File: src/rtl/cpu_car_pkg.sv
// Shared constants for the control-address sequencer: microcode entry points,
// format-II opcodes, source/destination addressing modes and the
// constant-generator register numbers.
package cpu_car_pkg;

  typedef enum logic [1:0] {
    REGISTER = 2'b00,
    INDEXED  = 2'b01,
    INDIRECT = 2'b10,
    AUTOINC  = 2'b11
  } addr_mode_e;

  // Constant-generator registers
  localparam logic [3:0] CG1 = 4'd2;
  localparam logic [3:0] CG2 = 4'd3;

  // Format-II opcodes, IW[15:7]
  localparam logic [8:0] OP_RRC  = 9'h020;
  localparam logic [8:0] OP_SWPB = 9'h021;
  localparam logic [8:0] OP_RRA  = 9'h022;
  localparam logic [8:0] OP_SXT  = 9'h023;
  localparam logic [8:0] OP_PUSH = 9'h024;
  localparam logic [8:0] OP_CALL = 9'h025;
  localparam logic [8:0] OP_RETI = 9'h026;

  // Microcode entry points; gaps leave room for each microsequence
  localparam int CAR_IDLE      = 0;
  localparam int CAR_IRQ0      = 4;
  localparam int CAR_ILLEGAL   = 8;
  localparam int CAR_REG_REG0  = 12;
  localparam int CAR_REG_IDX0  = 16;
  localparam int CAR_IDX_REG0  = 20;
  localparam int CAR_IDX_IDX0  = 24;
  localparam int CAR_IND_REG0  = 28;
  localparam int CAR_IND_IDX0  = 32;
  localparam int CAR_JMP0      = 36;
  localparam int CAR_1OP_REG   = 40;
  localparam int CAR_1OP_IDX0  = 42;
  localparam int CAR_1OP_IND0  = 44;
  localparam int CAR_PUSH_REG0 = 46;
  localparam int CAR_PUSH_IDX0 = 48;
  localparam int CAR_PUSH_IND0 = 50;
  localparam int CAR_CALL_REG0 = 52;
  localparam int CAR_CALL_IDX0 = 54;
  localparam int CAR_CALL_IND0 = 56;
  localparam int CAR_RETI0     = 60;

  // Effective operand class: R3 always and R2 outside absolute mode are
  // constant generators and behave like register operands; autoincrement
  // shares the indirect microsequence.
  function automatic addr_mode_e eff_mode(input logic [1:0] as_bits,
                                          input logic [3:0] rnum);
    addr_mode_e m;
    if (rnum == CG2 || (rnum == CG1 && as_bits != 2'b01)) m = REGISTER;
    else if (as_bits == 2'b00) m = REGISTER;
    else if (as_bits == 2'b01) m = INDEXED;
    else m = INDIRECT;
    return m;
  endfunction

endpackage

File: src/rtl/car_entry_decode.sv
// Combinational entry-point decode of an instruction word into the first
// microcode address of its sequence, with an illegal-word flag.
module car_entry_decode
  import cpu_car_pkg::*;
#(
  parameter int CAR_BITS = 6
) (
  input  logic [15:0]         iw,
  output logic [CAR_BITS-1:0] entry,
  output logic                illegal
);

  addr_mode_e src_mode;
  addr_mode_e one_mode;
  logic       dst_idx;
  logic [8:0] op1;

  assign src_mode = eff_mode(iw[5:4], iw[11:8]);
  assign one_mode = eff_mode(iw[5:4], iw[3:0]);
  assign dst_idx  = iw[7] && (iw[3:0] != CG2);
  assign op1      = iw[15:7];

  function automatic int pick(input addr_mode_e m, input int r, input int x, input int n);
    int v;
    case (m)
      INDEXED:  v = x;
      INDIRECT: v = n;
      default:  v = r;
    endcase
    return v;
  endfunction

  // Select the entry point by instruction format, defaulting to the illegal trap
  always_comb begin
    entry   = CAR_BITS'(CAR_ILLEGAL);
    illegal = 1'b1;
    if (iw[15:14] != 2'b00) begin
      illegal = 1'b0;
      entry   = dst_idx ? CAR_BITS'(pick(src_mode, CAR_REG_IDX0, CAR_IDX_IDX0, CAR_IND_IDX0))
                        : CAR_BITS'(pick(src_mode, CAR_REG_REG0, CAR_IDX_REG0, CAR_IND_REG0));
    end else if (iw[15:13] == 3'b001) begin
      illegal = 1'b0;
      entry   = CAR_BITS'(CAR_JMP0);
    end else if (iw[15:12] == 4'b0001) begin
      case (op1)
        OP_RRC, OP_RRA, OP_SWPB, OP_SXT: begin
          if (!iw[6] || op1 == OP_RRC || op1 == OP_RRA) begin
            illegal = 1'b0;
            entry   = CAR_BITS'(pick(one_mode, CAR_1OP_REG, CAR_1OP_IDX0, CAR_1OP_IND0));
          end
        end
        OP_PUSH: begin
          illegal = 1'b0;
          entry   = CAR_BITS'(pick(one_mode, CAR_PUSH_REG0, CAR_PUSH_IDX0, CAR_PUSH_IND0));
        end
        OP_CALL: begin
          if (!iw[6]) begin
            illegal = 1'b0;
            entry   = CAR_BITS'(pick(one_mode, CAR_CALL_REG0, CAR_CALL_IDX0, CAR_CALL_IND0));
          end
        end
        OP_RETI: begin
          illegal = 1'b0;
          entry   = CAR_BITS'(CAR_RETI0);
        end
        default: begin
          illegal = 1'b1;
        end
      endcase
    end
  end

endmodule

File: src/rtl/car_sequencer.sv
// Control-address sequencer: instruction prefetch queue feeding a registered
// CAR counter that steps microsequences, enters the IRQ sequence and traps
// undefined words.
module car_sequencer
  import cpu_car_pkg::*;
#(
  parameter int CAR_BITS = 6,
  parameter int IQ_DEPTH = 2,
  parameter int CNT_BITS = 4
) (
  input  logic                MCLK,
  input  logic                RST_n,
  input  logic [15:0]         iw_data,
  input  logic                iw_valid,
  output logic                iw_ready,
  input  logic                flush,
  input  logic                stall,
  input  logic                u_end,
  input  logic                irq_req,
  output logic                irq_ack,
  output logic [CAR_BITS-1:0] car,
  output logic [15:0]         iw_cur,
  output logic                illegal,
  output logic [CNT_BITS-1:0] q_count
);

  localparam int PTR_BITS = (IQ_DEPTH > 1) ? $clog2(IQ_DEPTH) : 1;
  localparam logic [PTR_BITS-1:0] PTR_LAST = PTR_BITS'(IQ_DEPTH - 1);
  localparam logic [CNT_BITS-1:0] CNT_FULL = CNT_BITS'(IQ_DEPTH);
  localparam logic [CAR_BITS-1:0] IDLE_A   = CAR_BITS'(CAR_IDLE);
  localparam logic [CAR_BITS-1:0] IRQ_A    = CAR_BITS'(CAR_IRQ0);

  logic [15:0]         mem [IQ_DEPTH];
  logic [PTR_BITS-1:0] rd_ptr;
  logic [PTR_BITS-1:0] wr_ptr;
  logic [15:0]         head;
  logic                push;
  logic                pop;
  logic                boundary;
  logic                q_empty;
  logic [CAR_BITS-1:0] dec_entry;
  logic                dec_illegal;
  logic [CAR_BITS-1:0] car_next;
  logic                irq_ack_next;
  logic                illegal_next;
  logic [CNT_BITS-1:0] count_next;

  function automatic logic [PTR_BITS-1:0] ptr_inc(input logic [PTR_BITS-1:0] p);
    return (p == PTR_LAST) ? '0 : p + PTR_BITS'(1);
  endfunction

  assign iw_ready = (q_count < CNT_FULL);
  assign q_empty  = (q_count == '0);
  assign head     = mem[rd_ptr];
  assign push     = iw_valid && iw_ready && !flush;
  assign boundary = !stall && ((car == IDLE_A) || u_end);
  assign pop      = boundary && !irq_req && !q_empty;

  car_entry_decode #(.CAR_BITS(CAR_BITS)) u_decode (
    .iw      (head),
    .entry   (dec_entry),
    .illegal (dec_illegal)
  );

  // Next control address: hold on stall, branch at a boundary, otherwise step
  always_comb begin
    car_next     = car;
    irq_ack_next = 1'b0;
    illegal_next = 1'b0;
    if (boundary) begin
      if (irq_req) begin
        car_next     = IRQ_A;
        irq_ack_next = 1'b1;
      end else if (!q_empty) begin
        car_next     = dec_entry;
        illegal_next = dec_illegal;
      end else begin
        car_next = IDLE_A;
      end
    end else if (!stall) begin
      car_next = car + CAR_BITS'(1);
    end
  end

  // Queue occupancy: flush empties it, a simultaneous push and pop cancel
  always_comb begin
    count_next = q_count;
    if (flush) count_next = '0;
    else if (push && !pop) count_next = q_count + CNT_BITS'(1);
    else if (pop && !push) count_next = q_count - CNT_BITS'(1);
  end

  // Sequencer registers; a pop still loads iw_cur during a flush
  always_ff @(posedge MCLK or negedge RST_n) begin
    if (!RST_n) begin
      car     <= IDLE_A;
      iw_cur  <= '0;
      irq_ack <= 1'b0;
      illegal <= 1'b0;
    end else begin
      car     <= car_next;
      irq_ack <= irq_ack_next;
      illegal <= illegal_next;
      if (pop) iw_cur <= head;
    end
  end

  // Queue pointers and count; flush returns both pointers to the origin
  always_ff @(posedge MCLK or negedge RST_n) begin
    if (!RST_n) begin
      rd_ptr  <= '0;
      wr_ptr  <= '0;
      q_count <= '0;
    end else begin
      q_count <= count_next;
      if (flush) begin
        rd_ptr <= '0;
        wr_ptr <= '0;
      end else begin
        if (push) wr_ptr <= ptr_inc(wr_ptr);
        if (pop)  rd_ptr <= ptr_inc(rd_ptr);
      end
    end
  end

  // Queue storage needs no reset; occupancy alone says what is valid
  always_ff @(posedge MCLK) begin
    if (push) mem[wr_ptr] <= iw_data;
  end

endmodule

File: config.mk
export PLATFORM = sky130hd
export DESIGN_NAME = car_sequencer
export DESIGN_NICKNAME = d
export VERILOG_FILES = /design/src/rtl/cpu_car_pkg.sv /design/src/rtl/car_entry_decode.sv /design/src/rtl/car_sequencer.sv
export SDC_FILE = /design/constraint.sdc
export NUM_CORES = 1
export LEC_CHECK = 0
export BUFFER_PORTS_ARGS = -buffer_cell sky130_fd_sc_hd__buf_2
export CAP_MARGIN = 20
export CORE_MARGIN = 8
export CORE_UTILIZATION = 60
export DETAILED_ROUTE_END_ITERATION = 16
export PLACE_DENSITY = 0.8
export SYNTH_ARGS = -nofsm -noshare
export SYNTH_HDL_FRONTEND = slang
export SYNTH_HIERARCHICAL = 1
export SYNTH_SLANG_ARGS = --single-unit
File: constraint.sdc
create_clock -name MCLK -period 4.6 [get_ports MCLK]
set_input_delay 0.46 -clock MCLK [delete_from_list [all_inputs] [get_ports MCLK]]
set_output_delay 0.46 -clock MCLK [all_outputs]
set_load 0.05 [all_outputs]
==> results.cfg, run 1 <==
[critical_path]
cpPeakStageDelay_ns = 0.77
cp-start-kind = flip-flop
cp_cell_sequence = mux2_2 -> nand4bb_1 -> nor2b_1 -> ha_1 -> or3_1 -> a32oi_1 -> o21ai_1 -> a2111oi_0 -> a211oi_1
cpLargestDelayFamily = simple AND/OR/NAND/NOR gates
r2r_start = rd_ptr
crit_arrival_ns = 3.48
crit_required_ns = 4.81
cp_slowest_cell = dfrtp_1
startpoint = rd_ptr
crit_buf_inv = 0
crit_type = reg -> reg
cp_max_fo = 18
end_kind = flip-flop

[drt]
num_vias = 2204
highest_layer = met4
drt_wl_total_microns = 6400
viasPerCell = 5.83
drt-initial-drc-count = 121
wl_met1_microns = 2710
wl_met2_microns = 3150
drcViolationCount = 0
ant_nets = 0
drt_first_pass_iters = 4
wl_met3_microns = 409
wire_per_inst_microns = 16.9

[clocking]
cts_hold_buf = 0
post_cts_resize_count = 0
cts.sinks = 62
cts_max_path_buffers = 2
cts_tree = built
clkTransAtPathRegs_ns = 0.07
cts_setup_buffers = 0
cts-root-buf = clkbuf_8
cts_htree_levels = 3
numCtsBuffers = 9
clkLatencyLatePin_ns = 0.34

[synthesis]
synth-edff-count = 32
yosysUniqueCellTypes = 55
synth_area_sq_um = 3080
synth_cells = 250
yosysWarnings = 6
syn-num-nets = 284
synth_async_sr_flop_share = 0.484
synth_seq_area_share = 0.556
synthFlopType = edfxtp_1
avgSynthCellArea_sq_um = 12.3
synth-seq-cells = 62

[die]
initial_core_util = 0.611
die-area_sq_um = 7680
die_y_microns = 87.7
die_x_microns = 87.7
core_sq_um = 5040
placementRows = 26
ios = 52

[finish]
n_fill_cell = 369
post-route-util = 0.705
fin_nets = 337
syn_to_final_growth_pct = 15.4
instances_no_fill = 378
diodes = 0
finalInstanceArea_sq_um = 3550
drive_gt1_frac = 0.351

[flow_run]
maxCapViolCount = 0

[timing]
worst_pin_slew_ns = 0.713
setup_violations = 0
rsz0062_at_grt = no
setup_tns_ns = 0
max_freq_mhz = 306
timing.final.max_slew_violations = 0
final_hold_viol_count = 0
post-route-period-util = 0.711
finClkSkew_ns = 0.00529
slew_headroom = 0.525
period_needed_ns = 3.27

[outcome]
status = complete, no violations

[hold_path]
hold_class = in -> async

[placement]
place_inst = 362
placed_cell_area_sq_um = 3400
portBuffers = 51
gp_congestion = 0.893
post-dp-hpwl_microns = 4410

[power_and_ir_drop]
ir_drop_v = 0.000435
leakage_nw = 1.49
powerDensity_nw_per_um2 = 656
p_total_w = 0.00233

[global_routing]
overflow = 0
grt_pass1_wl_microns = 10400
antenna_found_initial = 0
grt_max_degree = 31
grt_use_total = 0.178
first_global_vias = 2216
-- power by group --
part | leakage [nW] | switching [W] | total (W) | internal [W]
registers | 0.664 | 0.000109 | 0.000848 | 0.000739
logic | 0.746 | 0.000760 | 0.00110 | 0.000338
clock network | 0.0786 | 0.000197 | 0.000384 | 0.000187
total | 1.49 | 0.00107 | 0.00233 | 0.00126
-- layout make-up --
class / count / area, sq um / share of cell area
timing repair buffer: 55 / 285 / 0.0803
multi-input combinational: 160 / 1260 / 0.354
clock buffer: 10 / 128 / 0.0359
sequential: 62 / 1710 / 0.482
inverter: 15 / 56.3 / 0.0158
clock inverter: 6 / 28.8 / 0.00810
tap: 70 / 87.6 / 0.0246
-- worst register-to-register path, cell delays in order (launching register included) --
cell,delay (ns)
dfrtp_1,0.77
mux2_2,0.44
nand4bb_1,0.24
nor2b_1,0.20
ha_1,0.33
or3_1,0.39
a32oi_1,0.20
o21ai_1,0.10
a2111oi_0,0.40
a211oi_1,0.08
-- placed cells by master (no fill, tap or decap), types with 3 or more instances in the layout --
master    instances
a211oi_1          3
a21o_1            4
a21oi_1          13
a31oi_1           3
buf_2            51
buf_4             4
clkbuf_8          9
clkinv_1          3
dfrtp_1          30
edfxtp_1         32
ha_1             10
inv_1            15
mux2_2           31
nand2_1          10
nand3_1           7
nor2_1           11
nor3_1            7
nor3_2            3
nor4_1            3
o21ai_0           5
or3_1             5
-- cell usage after synthesis (all sizes together), types with 2 or more instances --
| library cell | number | share of area |
|---|---|---|
| mux2 | 33 | 0.12 |
| edfxtp | 32 | 0.31 |
| dfrtp | 30 | 0.24 |
| inv | 15 | 0.018 |
| a21oi | 14 | 0.024 |
| nor2 | 11 | 0.013 |
| ha | 10 | 0.041 |
| nand2 | 10 | 0.012 |
| nor3 | 10 | 0.019 |
| clkbuf | 8 | 0.0097 |
| nand3 | 7 | 0.011 |
| o21ai | 7 | 0.011 |
| a21o | 5 | 0.013 |
| buf | 5 | 0.012 |
| or3 | 5 | 0.010 |
| a211oi | 3 | 0.0073 |
| a31oi | 3 | 0.0061 |
| nor3b | 3 | 0.0089 |
| nor4 | 3 | 0.0061 |
| a2111oi | 2 | 0.0057 |
| a221o | 2 | 0.0065 |
| a22oi | 2 | 0.0049 |
| and3 | 2 | 0.0041 |
| nand2b | 2 | 0.0041 |
| nor2b | 2 | 0.0041 |
| o311ai | 2 | 0.0057 |
| o31ai | 2 | 0.0049 |
| or2 | 2 | 0.0041 |
| xor2 | 2 | 0.0057 |
-- cells by family (layout without fill, tap and decap cells) --
logic type | Yosys count | after routing | share of synthesized area
multiplexers | 34 | 34 | 0.125
adder cells (fa/ha/maj) | 11 | 11 | 0.0471
buffers and inverters | 28 | 86 | 0.0398
other | 1 | 1 | 0.00122
AO/OA/AOI/OAI | 50 | 50 | 0.112
flip-flops | 62 | 62 | 0.556
XOR/XNOR | 2 | 2 | 0.00569
AND/OR/NAND/NOR | 62 | 62 | 0.113
-- routing by layer --
| layer | up-vias | GRT usage |
|---|---|---|
| met4 | 0 | 0.0891 |
| met2 | 81 | 0.296 |
| met3 | 15 | 0.0544 |
| li1 | 1039 | - |
| met1 | 1069 | 0.203 |
| met5 | - | 0 |
-- final timing paths --
kind / end / slack (ns) / cells past startpoint
setup reg to reg: car[2] / 1.33 / 9
min in group MCLK: mem[1][12] / 0.31 / 1
hold / removal: car[0] / 0.17 / 1
setup / recovery: car[2] / 1.33 / 9
hold reg to reg: iw_cur[9] / 0.50 / 1
max in group asynchronous: iw_cur[2] / 3.97 / 1
-- through the flow --
stage | hold slack [ns] | setup slack (ns)
finish | 0.171 | 1.33
global route | 0.213 | 1.07
CTS | 0.180 | 1.30
detailed placement | 0.475 | 1.32
global placement | 0.465 | 1.43
floorplan | 0.164 | 1.22
-- flip-flops by register name (all words and copies together) (netlist names) --
register  count
mem          32
iw_cur       16
car           6
q_count       4
illegal       1
irq_ack       1
rd_ptr        1
wr_ptr        1
No activity file was read; power rests on OpenSTA's default activity.
==> run 2, diff against run 1 <==
--- a/config.mk
+++ b/config.mk
@@ -5,12 +5,13 @@
 export SDC_FILE = /design/constraint.sdc
 export NUM_CORES = 1
 export LEC_CHECK = 0
+export ABC_AREA = 1
 export BUFFER_PORTS_ARGS = -buffer_cell sky130_fd_sc_hd__buf_2
 export CAP_MARGIN = 20
 export CORE_MARGIN = 8
-export CORE_UTILIZATION = 60
+export CORE_UTILIZATION = 56
 export DETAILED_ROUTE_END_ITERATION = 16
-export PLACE_DENSITY = 0.8
+export PLACE_DENSITY = 0.75
 export SYNTH_ARGS = -nofsm -noshare
 export SYNTH_HDL_FRONTEND = slang
 export SYNTH_HIERARCHICAL = 1
==> constraint.sdc (replaced) <==
create_clock -name MCLK -period 3.15 [get_ports MCLK]
set_input_delay 0.315 -clock MCLK [delete_from_list [all_inputs] [get_ports MCLK]]
set_output_delay 0.315 -clock MCLK [all_outputs]
set_load 0.05 [all_outputs]
==> run 2 against run 1 <==
Effect of this change:
- the run now ends with negative hold slack left
- sequential cell count unchanged
- via count up 8.4%
- design area grew 3.4%
- global-route usage shrank 0.92 points
- non-clock buffer count stayed put
- clock-buffer cell count shrank 1
- synthesized area up 2.0%
- final cell count rose by 25%
- combinational power is 36% higher
- critical endpoint is now q_count[3]
- largest power group unchanged
==> results.cfg, run 2 <==
[outcome]
status = finished, violations left
violations = negative hold slack

[global_routing]
grt_max_degree = 31
grt_use_total = 0.169
antenna_found_initial = 0
grt_pass1_wl_microns = 11300
overflow = 0
first_global_vias = 2391

[critical_path]
crit_type = reg -> reg
crit_arrival_ns = 2.86
cp-start-kind = flip-flop
crit_required_ns = 3.38
end_kind = flip-flop
cp_max_fo = 22

[timing]
max_freq_mhz = 381
hold_ws_ns = -0.00225
timing.final.max_slew_violations = 0
finClkSkew_ns = 0.0123
setup_tns_ns = 0
setup_violations = 0
rsz0062_at_grt = no
post-route-period-util = 0.833
worst_pin_slew_ns = 0.679
final_hold_viol_count = 7
slew_headroom = 0.547
period_needed_ns = 2.62

[synthesis]
synth_async_sr_flop_share = 0.484
yosysUniqueCellTypes = 36
syn-num-nets = 375
synthTopCellsByCount = 129 x nand2_1, 34 x inv_1, 32 x edfxtp_1
synthFlopType = edfxtp_1
yosys.area.top_type = edfxtp_1
synth-edff-count = 32
ys_top_cells_by_area = edfxtp_1 31%, dfrtp_1 24%, nand2_1 15%
synth_area_sq_um = 3140
synth-seq-cells = 62
synth_seq_area_share = 0.545
yosysWarnings = 6
netlist.area_leader.share = 0.306
yosysMostFrequentCell = nand2_1
avgSynthCellArea_sq_um = 9.22
synth_cells = 341

[power_and_ir_drop]
p_int_w = 0.00189
switching_share = 0.450
p_switching_w = 0.00155
seqPwrFrac = 0.343
p_comb_frac = 0.438
powerDensity_nw_per_um2 = 936
ir_drop_v = 0.000561
pwr-share-clk = 0.219
leakage_nw = 1.82

[placement]
post-dp-hpwl_microns = 4750
gp_congestion = 0.877
placed_cell_area_sq_um = 3460
portBuffers = 51
place_inst = 458

[drt]
num_vias = 2389
drt-initial-drc-count = 134
drt_wl_total_microns = 6520
drt_first_pass_iters = 4
ant_nets = 0
drcViolationCount = 0
viasPerCell = 5.04
wire_per_inst_microns = 13.8

[finish]
syn_to_final_growth_pct = 16.9
drive_gt1_frac = 0.249
layout_common_cells = 129 x nand2_1, 51 x buf_2, 34 x inv_1
fin_nets = 431
mostFrequentLayoutCell = nand2_1
reg_top3 = mem (32), iw_cur (16), car (6)
top_register = mem
largest_register_ffs = 32
instances_no_fill = 474
post-route-util = 0.671
diodes = 0
finalInstanceArea_sq_um = 3670
n_fill_cell = 468

[die]
die_y_microns = 90.9
die_x_microns = 90.9
placementRows = 27
core_sq_um = 5470
initial_core_util = 0.574
ios = 52
die-area_sq_um = 8270

[clocking]
cts_htree_levels = 3
post_cts_resize_count = 0
clkTransAtPathRegs_ns = 0.08
cts.sinks = 62
clkLatencyLatePin_ns = 0.35
cts_tree = built
cts-root-buf = clkbuf_8
cts_setup_buffers = 0
numCtsBuffers = 9
cts_hold_buf = 0
cts_max_path_buffers = 2

[hold_path]
hold_class = in -> async

[flow_run]
maxCapViolCount = 0
[run 2: logic make-up after synthesis]
kind of cell / count (synthesis) / share of synthesized area
simple gates: 187 / 0.270
flops: 62 / 0.545
buf+inv: 47 / 0.0641
compound gates: 27 / 0.0569
fa+ha+maj: 11 / 0.0462
xor+xnor: 6 / 0.0167
other cells: 1 / 0.00119
[run 2: final cells by class]
class,instances,area [sq um],share of cell area
tap,72,90.1,0.0245
sequential,62,1710,0.466
inverter,37,139,0.0378
timing repair buffer,55,285,0.0777
clock inverter,7,88.8,0.0242
clock buffer,9,124,0.0337
multi-input combinational,232,1230,0.336
[run 2: final timing paths]
check / from / to / slack (ns) / cells past startpoint
max in group asynchronous: RST_n / wr_ptr / 2.70 / 1
setup / recovery: car[0] / q_count[3] / 0.53 / 15
hold / removal: RST_n / iw_cur[8] / -0.002 / 1
min in group MCLK: iw_data[10] / mem[1][10] / 0.15 / 1
setup reg to reg: car[0] / q_count[3] / 0.53 / 15
hold reg to reg: iw_cur[14] / iw_cur[14] / 0.48 / 2
[run 2: power by group through the flow]
stage	combinational, W	sequential (W)	clock (W)
final	0.00150	0.00118	0.000753
after global routing	0.00166	0.00120	0.000800
after CTS	0.00152	0.00118	0.000766
after detailed placement	0.00151	0.00119	0
after global placement	0.00148	0.00119	0
after floorplan	0.000730	0.00162	0
[run 2: metal layers]
metal | GRT usage | vias to the layer above | part of all wire
met5 | 0 | - | 0
met4 | 0.0709 | 0 | 0.014
met3 | 0.0557 | 9 | 0.057
met2 | 0.277 | 62 | 0.48
met1 | 0.198 | 1110 | 0.45
li1 | - | 1208 | -
[run 2: stage by stage]
stage,power [W],worst slack (ns)
after floorplan,0.00235,0.737
after global routing,0.00366,0.229
after CTS,0.00347,0.502
final,0.00344,0.527
after detailed placement,0.00271,0.554
after global placement,0.00267,0.591
[run 2: worst max-delay path, stage by stage (launching register included)]
cell and delay, ns:
dfrtp_1 0.42, inv_1 0.10, ha_1 0.14, nand3_1 0.09, nand2_2 0.13, nand4_4 0.31
nand2_2 0.30, ha_1 0.31, a21oi_1 0.15, nand2_1 0.08, xor2_1 0.17, inv_1 0.05
nand2_1 0.06, nand2_1 0.06, nand3_1 0.08, nand2_1 0.06
==> run 3, diff against run 2 <==
--- a/config.mk
+++ b/config.mk
@@ -5,13 +5,13 @@
 export SDC_FILE = /design/constraint.sdc
 export NUM_CORES = 1
 export LEC_CHECK = 0
-export ABC_AREA = 1
+export ABC_AREA = 0
 export BUFFER_PORTS_ARGS = -buffer_cell sky130_fd_sc_hd__buf_2
 export CAP_MARGIN = 20
 export CORE_MARGIN = 8
 export CORE_UTILIZATION = 56
 export DETAILED_ROUTE_END_ITERATION = 16
-export PLACE_DENSITY = 0.75
+export PLACE_DENSITY = 0.76
 export SYNTH_ARGS = -nofsm -noshare
 export SYNTH_HDL_FRONTEND = slang
 export SYNTH_HIERARCHICAL = 1
==> constraint.sdc (replaced) <==
create_clock -name MCLK -period 2.6 [get_ports MCLK]
set_input_delay 0.26 -clock MCLK [delete_from_list [all_inputs] [get_ports MCLK]]
set_output_delay 0.26 -clock MCLK [all_outputs]
set_load 0.05 [all_outputs]
==> run 3 against run 2 <==
Effect of this change:
- the flow now finishes without violations
- clock power increased by 10%
- clock skew fell by 0.0044 ns
- register-to-register slack lost 0.52 ns
- global-route usage up 1.0 points
- setup slack worse by 0.52 ns
- sequential power increased by 25%
- clock-buffer cell count increased by 2
- total power is 38% higher
- critical path type unchanged
- largest cell class unchanged
- largest power group unchanged
==> results.cfg, run 3 (synthesized netlist as in run 1, its figures left out) <==
[flow_run]
maxCapViolCount = 0

[timing]
slew_headroom = 0.521
rsz0062_at_grt = yes
finClkSkew_ns = 0.00798
timing.final.max_slew_violations = 0
period_needed_ns = 2.59
worst_pin_slew_ns = 0.718
layout_setup_ws_ns = 0.00804
max_freq_mhz = 386
post-route-period-util = 0.997
hold_ws_ns = 0.112
setup_tns_ns = 0
setup_violations = 0
final_hold_viol_count = 0

[critical_path]
crit_arrival_ns = 2.80
cp_max_fo = 7
crit_required_ns = 2.81
end_kind = flip-flop
cp-start-kind = flip-flop
crit_type = reg -> reg

[global_routing]
grt_use_total = 0.179
antenna_found_initial = 0
grt_pass1_wl_microns = 11800
overflow = 0
first_global_vias = 2449
grt_max_degree = 31

[clocking]
numCtsBuffers = 9
cts_max_path_buffers = 2
cts_tree = built
cts.sinks = 62
cts-root-buf = clkbuf_8
clkLatencyLatePin_ns = 0.34
clkTransAtPathRegs_ns = 0.07
cts_htree_levels = 3

[drt]
ant_nets = 0
num_vias = 2336
drcViolationCount = 0
viasPerCell = 5.68
drt-initial-drc-count = 139
drt_wl_total_microns = 7520
drt_first_pass_iters = 4
wire_per_inst_microns = 18.3

[finish]
n_fill_cell = 377
drive_gt1_frac = 0.493
largest_register_ffs = 32
finalInstanceArea_sq_um = 4050
diodes = 0
top_register = mem
syn_to_final_growth_pct = 31.6
mostFrequentLayoutCell = buf_2
reg_top3 = mem (32), iw_cur (16), car (6)
layout_common_cells = 51 x buf_2, 32 x edfxtp_1, 31 x buf_4
fin_nets = 368

[die]
die-area_sq_um = 8130
placementRows = 27
die_y_microns = 90.2
initial_core_util = 0.570
ios = 52
core_sq_um = 5410
die_x_microns = 90.2

[placement]
placed_cell_area_sq_um = 3660
portBuffers = 51
dp_slack_ns = -0.214
post-dp-hpwl_microns = 5000
gp_congestion = 0.836

[power_and_ir_drop]
powerDensity_nw_per_um2 = 1170
ir_drop_v = 0.000743
leakage_nw = 1.71

[outcome]
status = complete, no violations

[hold_path]
hold_class = in -> reg
## run 3: what timing repair did
| item | CTS | global route |
|---|---|---|
| hold endpoints to repair | 30 | 0 |
| cloned | 0 | 1 |
| hold buffers | 1 | 0 |
| setup buffers | 1 | 4 |
| pin swaps | 6 | 8 |
| resized for setup | 9 | 18 |
| endpoints found under the setup margin | 6 | 6 |
## run 3: path summary, 6_finish.rpt
check                      startpoint        end  slack (ns)  cells after the start
hold / removal             iw_data[4]  mem[1][4]        0.11                      1
setup / recovery               rd_ptr     car[2]       0.008                      9
max in group asynchronous       RST_n     rd_ptr        1.58                      2
setup reg to reg               rd_ptr     car[2]       0.008                      9
min in group asynchronous       RST_n     car[1]        0.51                      2
hold reg to reg             iw_cur[9]  iw_cur[9]        0.50                      1
## run 3: where the power goes
group	switching, W	total (W)	internal (W)
Clock	0.000369	0.000829	0.000461
Combinational	0.00157	0.00244	0.000873
Sequential	0.000161	0.00147	0.00131
Total	0.00210	0.00474	0.00265
## run 3: critical path: stages (launching register included)
cell	delay, ns
dfrtp_2	0.48
mux2_4	0.35
nand4bb_4	0.23
nor2b_4	0.15
ha_4	0.22
or3_1	0.31
a32oi_1	0.20
o21ai_1	0.10
a2111oi_2	0.34
a211oi_1	0.09
## run 3: area by class of cell
cell class / instances / area, sq um / area share
flip-flops and latches: 62 / 1720 / 0.424
multi-input cells: 160 / 1440 / 0.356
repair buffers: 86 / 554 / 0.137
clock buffers: 11 / 141 / 0.0349
well taps: 72 / 90.1 / 0.0222
inverters: 15 / 56.3 / 0.0139
clock inverters: 5 / 48.8 / 0.0120
## run 3: stage by stage
step | utilization | total power [W] | instances
after floorplan | - | 0.00308 | 250
after global placement | 0.677 | 0.00365 | 388
after detailed placement | 0.677 | 0.00371 | 388
after CTS | 0.721 | 0.00458 | 406
after global routing | 0.750 | 0.00497 | 411
final | 0.750 | 0.00474 | 411
## run 3: routing by layer
layer,up-vias,GRT usage,wire (microns)
met1,1140,0.206,3110
li1,1103,-,-
met5,-,0,0
met2,79,0.296,3810
met3,14,0.0582,437
met4,0,0.0818,155
